**config.mk**
```make
export PLATFORM = sky130hd
export DESIGN_NAME = fifo_stream_reader_flat
export DESIGN_NICKNAME = d
export VERILOG_FILES = /design/src/rtl/fifo_rd_pkg.sv /design/src/rtl/fifo_stream_reader_if.sv /design/src/rtl/fifo_rd_word_buf.sv /design/src/rtl/fifo_stream_reader.sv /design/src/flat_wrapper.sv
export SDC_FILE = /design/constraint.sdc
export NUM_CORES = 1
export LEC_CHECK = 0
export BUFFER_PORTS_ARGS = -buffer_cell sky130_fd_sc_hd__buf_2
export CAP_MARGIN = 15
export CORE_AREA = 4 4 153 229
export DETAILED_ROUTE_END_ITERATION = 8
export DIE_AREA = 0 0 157 233
export GPL_TIMING_DRIVEN = 0
export SLEW_MARGIN = 20
export SYNTH_ARGS = -nofsm -noshare
export SYNTH_HDL_FRONTEND = slang
export SYNTH_SLANG_ARGS = --single-unit
```
**constraint.sdc**
```tcl
create_clock -name clk -period 3.7 [get_ports clk]
set_clock_uncertainty 0.15 [all_clocks]
set_input_delay 0.925 -clock clk [delete_from_list [all_inputs] [get_ports clk]]
set_output_delay 0.925 -clock clk [all_outputs]
set_load 0.01 [all_outputs]
```
**src/rtl/fifo_rd_pkg.sv**
```systemverilog
// Shared constants, types and helpers for the FIFO stream reader.
package fifo_rd_pkg;

  localparam int unsigned BUF_DEPTH = 3;
  localparam int unsigned PTR_W     = 2;
  localparam int unsigned OCC_W     = 2;

  typedef logic [PTR_W-1:0] ptr_t;
  typedef logic [OCC_W-1:0] occ_t;

  // Bits needed to index n lanes; never less than 1 so the lane register stays legal.
  function automatic int unsigned lane_idx_w(input int unsigned n);
    int unsigned w;
    w = 1;
    while ((32'd1 << w) < n) w++;
    return w;
  endfunction

  // Circular pointer advance modulo BUF_DEPTH.
  function automatic ptr_t ptr_next(input ptr_t p);
    return (p == ptr_t'(BUF_DEPTH - 1)) ? '0 : p + ptr_t'(1);
  endfunction

endpackage

```
**src/rtl/fifo_stream_reader_if.sv**
```systemverilog
// Valid/ready lane stream produced by the FIFO stream reader.
interface fifo_stream_reader_if #(
  parameter int unsigned OUT_WIDTH = 16
);
  logic                 m_valid;
  logic                 m_ready;
  logic [OUT_WIDTH-1:0] m_data;
  logic                 m_last;

  modport master (output m_valid, output m_data, output m_last, input m_ready);
  modport slave  (input m_valid, input m_data, input m_last, output m_ready);
endinterface

```
**src/rtl/fifo_rd_word_buf.sv**
```systemverilog
// Three-entry circular word buffer: captures popped FIFO words, exposes the head.
module fifo_rd_word_buf
  import fifo_rd_pkg::*;
#(
  parameter int unsigned DATA_WIDTH = 64
) (
  input  logic                  clk,
  input  logic                  reset,
  input  logic                  wr_en,
  input  logic [DATA_WIDTH-1:0] wr_data,
  input  logic                  rd_en,
  output logic [DATA_WIDTH-1:0] head,
  output occ_t                  occ
);

  logic [DATA_WIDTH-1:0] mem [BUF_DEPTH];
  ptr_t                  wr_ptr;
  ptr_t                  rd_ptr;

  // Storage, pointers and occupancy; simultaneous write and read leave occ unchanged.
  always_ff @(posedge clk) begin
    if (reset) begin
      for (int unsigned i = 0; i < BUF_DEPTH; i++) mem[i] <= '0;
      wr_ptr <= '0;
      rd_ptr <= '0;
      occ    <= '0;
    end else begin
      if (wr_en) begin
        mem[wr_ptr] <= wr_data;
        wr_ptr      <= ptr_next(wr_ptr);
      end
      if (rd_en) rd_ptr <= ptr_next(rd_ptr);
      case ({wr_en, rd_en})
        2'b10:   occ <= occ + occ_t'(1);
        2'b01:   occ <= occ - occ_t'(1);
        default: ;
      endcase
    end
  end

  assign head = mem[rd_ptr];

endmodule

```
**src/rtl/fifo_stream_reader.sv**
```systemverilog
// Drains a non-fall-through FIFO into a valid/ready lane stream, LSB lane first.
// Optional statistics counters are enabled with `define FIFO_RD_STATS_EN.
module fifo_stream_reader
  import fifo_rd_pkg::*;
#(
  parameter int unsigned DATA_WIDTH = 64,
  parameter int unsigned OUT_WIDTH  = 16
) (
  input  logic                    clk,
  input  logic                    reset,
  input  logic                    fifo_empty,
  output logic                    fifo_pop,
  input  logic [DATA_WIDTH-1:0]   fifo_data,
  fifo_stream_reader_if.master    stream
`ifdef FIFO_RD_STATS_EN
  ,
  output logic [31:0]             stat_words,
  output logic [31:0]             stat_stalls
`endif
);

  localparam int unsigned RATIO  = DATA_WIDTH / OUT_WIDTH;
  localparam int unsigned LANE_W = lane_idx_w(RATIO);

  logic                  inflight;
  occ_t                  occ;
  logic [DATA_WIDTH-1:0] head;
  logic [OCC_W:0]        credit_used;
  logic                  xfer;
  logic                  word_done;

  // Credit covers both stored and in-flight words, so a capture never hits a full buffer
  // and pop never depends on downstream ready.
  assign credit_used = {1'b0, occ} + {{OCC_W{1'b0}}, inflight};
  assign fifo_pop    = !reset && !fifo_empty && (credit_used < (OCC_W+1)'(BUF_DEPTH));

  // A pop this cycle means FIFO data arrives next cycle.
  always_ff @(posedge clk) begin
    if (reset) inflight <= 1'b0;
    else       inflight <= fifo_pop;
  end

  assign stream.m_valid = (occ != '0);
  assign xfer           = stream.m_valid && stream.m_ready;
  assign word_done      = xfer && stream.m_last;

  fifo_rd_word_buf #(.DATA_WIDTH(DATA_WIDTH)) u_word_buf (
    .clk     (clk),
    .reset   (reset),
    .wr_en   (inflight),
    .wr_data (fifo_data),
    .rd_en   (word_done),
    .head    (head),
    .occ     (occ)
  );

  generate
    if (RATIO > 1) begin : g_lanes
      logic [LANE_W-1:0] lane;

      // Lane serializer: advance per transfer, wrap to 0 after the last lane.
      always_ff @(posedge clk) begin
        if (reset)     lane <= '0;
        else if (xfer) lane <= stream.m_last ? '0 : lane + LANE_W'(1);
      end

      assign stream.m_last = (lane == LANE_W'(RATIO - 1));
      assign stream.m_data = head[int'(lane)*OUT_WIDTH +: OUT_WIDTH];
    end else begin : g_single
      assign stream.m_last = 1'b1;
      assign stream.m_data = head;
    end
  endgenerate

`ifdef FIFO_RD_STATS_EN
  // Saturating counts of FIFO pops and downstream back-pressure cycles.
  always_ff @(posedge clk) begin
    if (reset) begin
      stat_words  <= '0;
      stat_stalls <= '0;
    end else begin
      if (fifo_pop && (stat_words != '1))
        stat_words <= stat_words + 32'd1;
      if (stream.m_valid && !stream.m_ready && (stat_stalls != '1))
        stat_stalls <= stat_stalls + 32'd1;
    end
  end
`endif

endmodule

```
**src/flat_wrapper.sv**
```systemverilog
// flat-port wrapper written by rule: the top's interface ports become plain ports
module fifo_stream_reader_flat import fifo_rd_pkg::*;
#(
  parameter int unsigned DATA_WIDTH = 64,
  parameter int unsigned OUT_WIDTH  = 16
)
  (clk, reset, fifo_empty, fifo_pop, fifo_data, stream_m_valid, stream_m_data, stream_m_last, stream_m_ready);
  fifo_stream_reader_if #(.OUT_WIDTH(OUT_WIDTH)) stream_i ();
  input  logic clk;
  input  logic reset;
  input  logic fifo_empty;
  output logic fifo_pop;
  input  logic [DATA_WIDTH-1:0] fifo_data;
  output wire logic [$bits(stream_i.m_valid)-1:0] stream_m_valid;
  output wire logic [$bits(stream_i.m_data)-1:0] stream_m_data;
  output wire logic [$bits(stream_i.m_last)-1:0] stream_m_last;
  input wire logic [$bits(stream_i.m_ready)-1:0] stream_m_ready;
  assign stream_m_valid = stream_i.m_valid;
  assign stream_m_data = stream_i.m_data;
  assign stream_m_last = stream_i.m_last;
  assign stream_i.m_ready = stream_m_ready;
  fifo_stream_reader #(.DATA_WIDTH(DATA_WIDTH), .OUT_WIDTH(OUT_WIDTH)) u_core (.clk(clk), .reset(reset), .fifo_empty(fifo_empty), .fifo_pop(fifo_pop), .fifo_data(fifo_data), .stream(stream_i));
endmodule
```
==> summary.md <==
| Metric | Value |
|---|---|
| Outcome | `completed` |
| Sequential Power Share | `53.8%` |
| Worst EP arrival | `2540 ps` |
| Hold Path Stages | `2` |
| Synthesis Warnings | `0` |
| Met2 Usage GRT | `26.6%` |
| PwrDens | `480 nW/um2` |
| Layout fillers | `2980` |
| Synth Area per Inst | `17.3 um2` |
| Critical Path RT | `2620 ps` |
| Initial DRC Count | `363` |
| Max Cap Viol | `0` |
| Clock Tree Buf Depth | `3` |
| CTS Hold Bufs | `0` |
| Total power | `0.00641 W` |
| RSZ-0062 raised after global routing | `false` |
| Post-DP Area | `12500 um2` |
| Sw Ratio | `20.8%` |
| CP most frequent cell | `clkbuf_1` |
| GRT met1 Usage | `17.9%` |
| Sequential area share after synthesis | `69.2%` |
| Crit path capture type | `output port` |
| Worst setup SP type | `flop` |
| Fin util | `40.3%` |
| Die area | `36600 um2` |
| Initial core utilization | `34.5%` |
| Area grow syn2layout | `16.9%` |
| Hold WS | `356 ps` |
| Final period utilization | `97.8%` |
| Post-DP HPWL | `18600 um` |
| Final hold violation count | `0` |
| Critical path class | `flop to output port` |
| DIE HEIGHT | `233 um` |
| FMAX | `276 MHz` |
| PortBufs | `86` |
| Synthesized Nets | `731` |
| Num rows | `82` |
| Initial antenna violation count | `5` |
| Clock power share | `40.7%` |
| GRT Total Usage | `14.9%` |
| R2r startpoint | `u_core.u_word_buf.wr_ptr[1]` |
| Most used routing layer | `met2` |
| Syn Inst Count | `659` |
| Worst-path clk slew | `60 ps` |
| Hold Crit Class | `flop to flop` |
| Standby leakage power | `4.83 nW` |
| FF-to-FF End | `u_core.u_word_buf.mem[2][24]` |
| Maximum vdd drop | `0.347 mV` |
| Die extent in x | `157 um` |
| Non-filler instance count after layout | `1216` |
| Final GP Congestion | `0.780` |
| # IOs | `87` |
| Slew Limit Fails | `0` |
| Fin crit period | `3620 ps` |
| Reg2Reg Setup Slack | `1140 ps` |
| Crit-path cells | `nor2b_1 > clkbuf_1 > clkbuf_1 > a22oi_1 > nand2_1 > buf_2` |
| Clock Tree Root | `clkbuf_16` |
| Clock sink count | `267` |
| Post-CTS setup buffer count | `0` |
| H-tree levels | `1` |
| Grt total ovfl | `0` |
| Share of cells above drive strength 1 | `27.7%` |
| Slowest stage delay, CP | `550 ps` |
| Post-Route WL | `27000 um` |
| HP Start | `u_core.u_word_buf.rd_ptr[0]` |
| Vias in the first global route | `6324` |
| Slowest cell on crit path | `clkbuf_1` |
| Via/cell ratio | `4.87` |
| Switching power | `0.00133 W` |
| Antenna-violating nets left | `0` |
| Setup violations, final | `0` |
| Worst skew pair latency | `520 ps` |
| Drt drc | `0` |
| Count of different cell masters after synthesis | `34` |
| Slew margin rel. | `53.9%` |
| Routed length per instance | `22.2 um` |
| Post-Syn Area | `11400 um2` |
| Total number of vias | `5926` |
| Layout Nets | `848` |
| # placed instances | `1170` |
| Count of state elements after synthesis | `267` |
| Met3 Use GR | `2.47%` |
| Worst slew pin tran | `692 ps` |
| Num CTS Buffers | `24` |
| Combinational Power Share | `5.5%` |
| 1st-pass router iterations | `4` |
| CTS tree | `yes` |
| CP Max Fanout | `10` |
| Global-route wire length before repair | `40100 um` |
| Area of the core | `33100 um2` |
| R2R cell count | `4` |
| Pin count of the biggest net entering global routing | `40` |
| Final instance area | `13300 um2` |
| Power Internal | `0.00507 W` |
-- state kept, by name, summed over array words and instances (netlist names), named ones only --
| name | cells |
|---|---|
| u_core.g_lanes.lane | 2 |
| u_core.inflight | 1 |
| u_core.u_word_buf.mem | 256 |
| u_core.u_word_buf.occ | 2 |
| u_core.u_word_buf.rd_ptr | 2 |
| u_core.u_word_buf.wr_ptr | 2 |
-- stage by stage --
step                      setup WS (ps)  setup TNS [ps]
after floorplan                     534               0
after global placement             -975          -88350
after detailed placement            329               0
after CTS                          2.78               0
after global routing               5.51               0
final                              81.2               0
-- Yosys cell counts, drive strengths merged --
cell | n | share of area, %
edfxtp | 256 | 67
and2 | 193 | 11
mux4 | 64 | 13
a22oi | 32 | 2.1
clkbuf | 29 | 1.1
nand2 | 19 | 0.62
buf | 14 | 0.84
dfxtp | 11 | 1.9
a21oi | 6 | 0.26
nor2 | 5 | 0.16
ha | 4 | 0.44
or2 | 4 | 0.22
or3 | 3 | 0.16
a2111oi | 2 | 0.15
inv | 2 | 0.066
nor2b | 2 | 0.11
o21ai | 2 | 0.088
and3b | 1 | 0.077
and4b | 1 | 0.088
and4bb | 1 | 0.11
mux2i | 1 | 0.088
nor3b | 1 | 0.066
nor4 | 1 | 0.055
nor4b | 1 | 0.13
o211ai | 1 | 0.066
or3b | 1 | 0.077
xnor2 | 1 | 0.077
xor2 | 1 | 0.077
-- power groups by stage --
stage	sequential (W)	combinational, W	clock, W
floorplan	0.00350	0.000175	0
global placement	0.00351	0.000341	0
detailed placement	0.00351	0.000362	0
CTS	0.00345	0.000363	0.00264
global route	0.00345	0.000385	0.00277
finish	0.00345	0.000355	0.00260
-- placed cells by master, fill, tap and decap left out, types with 3 or more instances in the layout --
cell type  count
buf_2         92
or2_4          3
and2_1       193
mux4_2        54
edfxtp_1     256
a22oi_1       30
nand2_1       19
clkbuf_2      15
mux4_1        10
clkbuf_16     25
buf_12         3
ha_1           4
nor2_1         5
dfxtp_1       11
a21oi_1        6
clkinv_2       4
or3_1          3
bufinv_16      4
buf_4          3
buf_6          4
clkbuf_1      16
clkinv_1       6
-- how the worst max path moves through the flow --
stage                                      start                            to  slack, ps  cells after the start
after floorplan                            reset   u_core.u_word_buf.mem[3][0]        530                      1
final                     u_core.g_lanes.lane[0]              stream_m_data[5]         80                      6
after global routing                        flop             stream_m_data[11]          6                      6
after global placement                     reset  u_core.u_word_buf.mem[3][43]       -970                      2
after detailed placement                    flop              stream_m_data[9]        330                      6
after CTS                                   flop              stream_m_data[9]          3                      6
-- logic make-up (layout without fill, tap and decap cells) --
| kind of cell | after synthesis | after routing | share of synthesized area, % |
|---|---|---|---|
| AO/OA/AOI/OAI | 43 | 43 | 2.67 |
| XOR/XNOR | 2 | 2 | 0.153 |
| adder cells (fa/ha/maj) | 4 | 4 | 0.438 |
| buffers and inverters | 45 | 180 | 1.99 |
| flip-flops | 267 | 267 | 69.2 |
| multiplexers | 65 | 65 | 13.0 |
| other | 0 | 2 | 0 |
| AND/OR/NAND/NOR | 233 | 233 | 12.5 |
-- final cells by class --
class                      count  area (um2)  area share, %
timing repair buffer          91         546           4.09
inverter                       2        7.51         0.0563
antenna                        2        5.00         0.0375
multi-input combinational    347        3310           24.8
sequential                   267        7910           59.3
tap                          420         526           3.94
clock inverter                17         186           1.40
buffer                        43         229           1.72
clock buffer                  27         633           4.74
-- routing by layer --
layer	vias up	share of wire [%]	wire length, um
met3	42	4.0	1080
met5	-	0.17	47
met2	121	53	14300
li1	2769	-	-
met1	2986	39	10600
met4	8	3.6	967
-- critical path: cells and delay by family (launching register included) --
family,cells,cell delay (ps)
simple gates,2,300
flops,1,470
compound gates,1,270
buf+inv,3,980
-- what timing repair did --
item	CTS	global route
gates cloned	0	0
hold endpoints to repair	0	0
gates resized for setup	5	6
endpoints found under the setup margin	13	5
No activity file was read; power rests on OpenSTA's default activity.
